===== src/rtl/truth_table_scanner.sv =====
// Sweeps every input vector of an N_IN-input combinational FUT, captures its truth table and
// compares it with an expected mask. A sweep takes 2^N_IN*(SETTLE+1) cycles, and done pulses one cycle later.
// start is taken only in IDLE and is never queued. Optional zero counter: `define ZERO_COUNT_EN.
// 'table' is a reserved word in Verilog, so the captured table is exported as truth_table.

module truth_table_scanner #(
    parameter int N_IN   = 4,
    parameter int SETTLE = 1
) (
    input  logic                  clk,
    input  logic                  reset,
    input  logic                  start,
    input  logic                  s_in,
    input  logic [2**N_IN-1:0]    expected,
    output logic [N_IN-1:0]       vec,
    output logic                  busy,
    output logic                  done,
    output logic [2**N_IN-1:0]    truth_table,
    output logic                  mismatch
`ifdef ZERO_COUNT_EN
    ,
    output logic [N_IN:0]         zero_cnt
`endif
);

    localparam int              NVEC        = 2**N_IN;
    localparam logic [N_IN-1:0] LAST_IDX    = '1;
    localparam logic [7:0]      SETTLE_LAST = 8'(SETTLE - 1);

    typedef enum logic [1:0] {
        S_IDLE   = 2'd0,
        S_DRIVE  = 2'd1,
        S_SAMPLE = 2'd2,
        S_DONE   = 2'd3
    } state_t;

    state_t            state_q,    state_d;
    logic [N_IN-1:0]   idx_q,      idx_d;
    logic [7:0]        settle_q,   settle_d;
    logic [NVEC-1:0]   table_q,    table_d;
    logic              mismatch_q, mismatch_d;
`ifdef ZERO_COUNT_EN
    logic [N_IN:0]     zero_q,     zero_d;
`endif

    // State, sweep index, settle counter and result registers; reset aborts any sweep at once.
    always_ff @(posedge clk or posedge reset) begin
        if (reset) begin
            state_q    <= S_IDLE;
            idx_q      <= '0;
            settle_q   <= '0;
            table_q    <= '0;
            mismatch_q <= 1'b0;
`ifdef ZERO_COUNT_EN
            zero_q     <= '0;
`endif
        end else begin
            state_q    <= state_d;
            idx_q      <= idx_d;
            settle_q   <= settle_d;
            table_q    <= table_d;
            mismatch_q <= mismatch_d;
`ifdef ZERO_COUNT_EN
            zero_q     <= zero_d;
`endif
        end
    end

    // Next-state and datapath updates; every register holds unless its state touches it.
    always_comb begin
        state_d    = state_q;
        idx_d      = idx_q;
        settle_d   = settle_q;
        table_d    = table_q;
        mismatch_d = mismatch_q;
`ifdef ZERO_COUNT_EN
        zero_d     = zero_q;
`endif
        unique case (state_q)
            S_IDLE: begin
                // Results from the previous sweep are kept until a new sweep is accepted.
                if (start) begin
                    table_d    = '0;
                    mismatch_d = 1'b0;
                    idx_d      = '0;
                    settle_d   = '0;
`ifdef ZERO_COUNT_EN
                    zero_d     = '0;
`endif
                    state_d    = S_DRIVE;
                end
            end
            S_DRIVE: begin
                // Hold the vector for exactly SETTLE cycles so the FUT output can settle.
                if (settle_q == SETTLE_LAST) begin
                    settle_d = '0;
                    state_d  = S_SAMPLE;
                end else begin
                    settle_d = settle_q + 8'd1;
                end
            end
            S_SAMPLE: begin
                // s_in is stored unmodified, so an unknown FUT output stays visible in the table.
                table_d[idx_q] = s_in;
`ifdef ZERO_COUNT_EN
                if (s_in == 1'b0) begin
                    zero_d = zero_q + (N_IN+1)'(1);
                end
`endif
                // The last vector ends the sweep rather than wrapping the index.
                if (idx_q == LAST_IDX) begin
                    state_d = S_DONE;
                end else begin
                    idx_d   = idx_q + N_IN'(1);
                    state_d = S_DRIVE;
                end
            end
            S_DONE: begin
                // The table is complete here, so the comparison sees every sampled bit.
                mismatch_d = (table_q != expected);
                state_d    = S_IDLE;
            end
            default: begin
                state_d = S_IDLE;
            end
        endcase
    end

    // Outputs decoded from state: vec is parked at 0 outside a sweep.
    always_comb begin
        vec  = '0;
        busy = 1'b0;
        done = 1'b0;
        if (state_q == S_DRIVE || state_q == S_SAMPLE) begin
            vec  = idx_q;
            busy = 1'b1;
        end
        if (state_q == S_DONE) begin
            done = 1'b1;
        end
    end

    assign truth_table = table_q;
    assign mismatch    = mismatch_q;
`ifdef ZERO_COUNT_EN
    assign zero_cnt    = zero_q;
`endif

endmodule

===== config.mk =====
export PLATFORM = sky130hd
export DESIGN_NAME = truth_table_scanner
export DESIGN_NICKNAME = d
export VERILOG_FILES = /design/src/rtl/truth_table_scanner.sv
export SDC_FILE = /design/constraint.sdc
export NUM_CORES = 1
export LEC_CHECK = 0
export CAP_MARGIN = 20
export CORE_MARGIN = 4
export CORE_UTILIZATION = 25
export DETAILED_ROUTE_END_ITERATION = 7
export PLACE_DENSITY = 0.57
export SYNTH_ARGS = -nofsm -noshare
export SYNTH_HDL_FRONTEND = slang
export SYNTH_SLANG_ARGS = --single-unit

===== constraint.sdc =====
create_clock -name clk -period 5.1 [get_ports clk]
set_input_delay 1.275 -clock clk [delete_from_list [all_inputs] [get_ports clk]]
set_output_delay 1.275 -clock clk [all_outputs]
set_load 0.02 [all_outputs]

Yosys cells after proc, flatten, opt, wreduce, memory -nomap -nowiden --
Cells that the tools add are included.
Storage, ports and cells: register bits 31, input port bits 20, output and inout port bits 23, logic and storage cells 49
Cells by class: $add $sub $neg 2, $lt $le $gt $ge 2, eq/ne operators 8, mux-type cells 20, reduce and logical (&&, ||, !) cells 12
Operators with widths (number):
- $pmux 16 s2 | 1
- $bwmux 16 | 1
- $mux 16 | 1
- $mux 8 | 2
- $ne 16x16->1 | 1
- $pmux 8 s2 | 1
- $mux 4 | 3
- $add 8x1->8 const B | 1
- $logic_not 8->1 | 1
- $pmux 2 s4 | 1
- $pmux 4 s2 | 1
- $reduce_and 2->1 | 4
- $mux 2 | 3
- $ne 2x2->1 const B | 3
- $reduce_bool 2->1 | 3
- $lt 4x5->1 const B | 1
- $add 4x1->4 const B | 1
- $demux 1 s4 | 1
- $eq 2x2->1 const B | 2
- $eq 4x4->1 const B | 1
- $ge 4x1->1 const B | 1
- $mux 1 | 4
- $reduce_and 3->1 | 1
- $eq 2x1->1 const B | 1
- 4 further kinds | 4

Depth between registers and ports, before layout --
word-level depth 6, depth in mapped cells 8, depth with buffers taken out 7

Worst setup path after synthesis --
No wires, ideal clock.
path type reg-to-output, start register state_q[0], end output port vec[0], arrival time 1132 ps, setup slack 2693 ps, cell stages (with the launch flop) 4, path buffers 0, cell sequence dfrtp_1 inv_1 ha_1 and2_1
On the way: word-level cells in the longest chain between the ends 3, elaborated cells between the ends (all ways) 4, classes of those cells eq/ne: 2; mux: 1; reduce/logical: 1
RTL lines:
- start, declared | line 37 | state_t state_q, state_d;
- start signal, assigned | line 58 | state_q <= state_d;
- $eq 2x1->1 or $eq 2x2->1 (tied branches) | line 134 | if (state_q == S_DRIVE || state_q == S_SAMPLE) begin
- $logic_or 1x1->1 * | line 134
- $mux 4 * | line 134
- end, declared | line 15 | output logic [N_IN-1:0] vec,
Every way passes the cells marked *; elsewhere a longest branch is shown, timed or not.

Worst setup path after layout --
start register state_q[0], end output port vec[2]
The elaborated chain is that of the path after synthesis.

==> results.json <==
{
  "status": "finished clean",
  "fillCellCount": 763,
  "initial_core_util": 0.256,
  "grt_max_degree": 32,
  "peakVddDrop_mv": 0.0955,
  "required_ns": 3.83,
  "async_flop_share": 1.00,
  "synth_cell_types": 34,
  "crit_end": "vec[2]",
  "rows": 31,
  "synthCells": 201,
  "die_area_um2": 8880,
  "h-tree-depth": 2,
  "syn_area_per_cell_um2": 9.25,
  "hold_class": "flip-flop to flip-flop",
  "pwr_density_cell_nw_per_um2": 407,
  "drt-initial-drc-count": 112,
  "worst_setup_path_end_kind": "output pin",
  "syn_area_um2": 1860,
  "ant_nets": 0,
  "hold_viol": 0,
  "final_common_cell": "clkdlybuf4s50_1",
  "regToRegEndpoint": "truth_table[15]$_DFFE_PP0P_",
  "insertion_delay_ns": 0.28,
  "clock_path_buffers": 2,
  "cp-start-kind": "flip-flop",
  "cts_buffers": 5,
  "final_cell_mix": "clkdlybuf4s50_1 (42), o21ai_0 (38), dfrtp_1 (31), xor2_1 (18), nand2_1 (15)",
  "cp_data_arrival_time_ns": 1.85,
  "clock.fmax_mhz": 320,
  "post-cts-setup-buffer-count": 0,
  "crit_cells": 4,
  "cts-resized-gates": 0,
  "ys_warn_count": 0,
  "critPathMaxFanout": 5,
  "final.setup.worst_slack_ns": 1.98,
  "grt.overflow.total": 0,
  "final-max-slew-violation-count": 0,
  "critPathBufInv": 2,
  "finalClockSkew_ns": 0.00529,
  "p_leak_nw": 1.09,
  "ios": 43,
  "final_util": 0.343,
  "startpoint": "state_q[0]$_DFFE_PP0P_",
  "ys_seq_area_frac": 0.417,
  "ys.flop_type": "dfrtp_1",
  "critPathMaxStageDelay_ns": 0.60,
  "gp_congestion": 0.798,
  "placement.io_buffers": 42,
  "clock-root-buffer": "clkbuf_8",
  "yosysTopAreaCell": "dfrtp_1",
  "avgRoutedWirePerCell_um": 13.7,
  "fp.dieW_um": 94.2,
  "detail_route.wirelength_um": 4740,
  "synth_top_area_share": 0.417,
  "die_h_um": 94.2,
  "ys_ff_latch": 31,
  "holdWs_ns": 0.498,
  "tritoncts": "done",
  "rsz0062_at_grt": "no",
  "multi_input_area_um2": 1020,
  "cts_hold_buf": 0,
  "coreArea_um2": 7250,
  "cts.sinks": 31,
  "drive_gt1_frac": 0.0447,
  "r2r-start": "state_q[0]$_DFFE_PP0P_",
  "grt_use_total": 0.116,
  "dp_hpwl_um": 3600,
  "fin_setup_tns_ns": 0,
  "syn2layout_area_growth_pct": 34.0,
  "r2r_slack_ns": 3.11,
  "syn-num-nets": 231,
  "cp_slowest_cell": "clkdlybuf4s50_1",
  "tightestPinTransition_ns": 0.685,
  "period_minus_slack_ns": 3.12,
  "regArea_um2": 776,
  "drtPass1Iterations": 4,
  "clk_pin_slew_worst_paths_ns": 0.07,
  "max-slew-margin-rel": 0.544,
  "synth_edf_count": 0,
  "drcViolationCount": 0,
  "setup_viol": 0,
  "hold_depth": 2,
  "finalCritPeriodShare": 0.612,
  "rr_worst_depth": 6,
  "antenna_cells": 0,
  "cp_top_family": "buffers and inverters",
  "crit_chain": "inv_1, ha_1, and2_1, clkdlybuf4s50_1",
  "dr_total_vias": 1591,
  "antenna_found_initial": 0,
  "grt_pass1_wl_um": 8090,
  "synth_area_leaders": "dfrtp_1 (42%), o21ai_0 (10%), xor2_1 (8.5%)",
  "first_global_vias": 1632,
  "vias_per_cell": 4.61,
  "worstSetupPathType": "flip-flop to output pin",
  "cap_viol_max_count": 0,
  "nets": 275,
  "post-place-ws_ns": 2.20
}
## logic make-up (layout without fill, tap and decap cells)
family,after synthesis,after routing,synth area share
AND/OR/NAND/NOR,53,53,0.155
adder cells (fa/ha/maj),10,10,0.0673
multiplexers,1,1,0.00538
buffers and inverters,16,61,0.0330
AO/OA/AOI/OAI,71,71,0.232
flip-flops,31,31,0.417
XOR/XNOR,19,19,0.0895
## worst min path at each step
stage / start / end
2_1_floorplan: settle_q[0]$_DFFE_PP0P_ / settle_q[0]$_DFFE_PP0P_
3_5_place_dp: mismatch$_DFFE_PP0P_ / mismatch$_DFFE_PP0P_
4_1_cts: mismatch$_DFFE_PP0P_ / mismatch$_DFFE_PP0P_
3_3_place_gp: mismatch$_DFFE_PP0P_ / mismatch$_DFFE_PP0P_
6_report: mismatch$_DFFE_PP0P_ / mismatch$_DFFE_PP0P_
5_1_grt: mismatch$_DFFE_PP0P_ / mismatch$_DFFE_PP0P_
## synth_stat cells (all sizes together) (2+ instances only)
cell type	number
o21ai	38
dfrtp	31
xor2	18
a21boi	15
nand2	15
ha	10
inv	9
nor2	9
a21oi	6
clkbuf	6
and2	5
nand3	5
a22o	4
nor4	4
nand2b	3
nor2b	3
a21o	2
and3	2
o31ai	2
## per-layer routing
metal / wire length [um] / vias to the layer above / track usage
met1: 2300 / 754 / 0.158
met3: 236 / 6 / 0.0224
li1: - / 793 / -
met4: 59 / 0 / 0.0325
met2: 2140 / 38 / 0.186
met5: 0 / - / 0
## worst min-delay path, delay by kind of cell (launching register included)
family,cells,cell delay [ns]
DFF,1,0.34
AOI/OAI and AO/OA,1,0.08
and+or+nand+nor,1,0.05
## cell type report
class                           instances  area share
Inverter                                9      0.0136
Timing Repair Buffer                   44       0.175
Sequential cell                        31       0.311
Tap cell                               99      0.0497
Clock buffer                            8      0.0402
Multi-Input combinational cell        154       0.410
## state kept, by name, summed over array words and instances (netlist names)
name / cells
truth_table: 16
settle_q: 8
idx_q: 4
state_q: 2
mismatch: 1
## power by group
group,leakage [nW],total (W),internal [W],switching [W]
clock,0.0515,0.000214,0.000123,0.0000906
combinational,0.612,0.000474,0.000207,0.000267
sequential,0.425,0.000326,0.000280,0.0000462
total,1.09,0.00101,0.000609,0.000404
## through the flow
step / power [W] / cell area, um2 / std cells
floorplan: 0.000640 / 1860 / 201
global placement: 0.000805 / 2390 / 337
detailed placement: 0.000806 / 2390 / 337
CTS: 0.00102 / 2490 / 345
global route: 0.00110 / 2490 / 345
finish: 0.00101 / 2490 / 345
(Power assumes the default switching activity.)
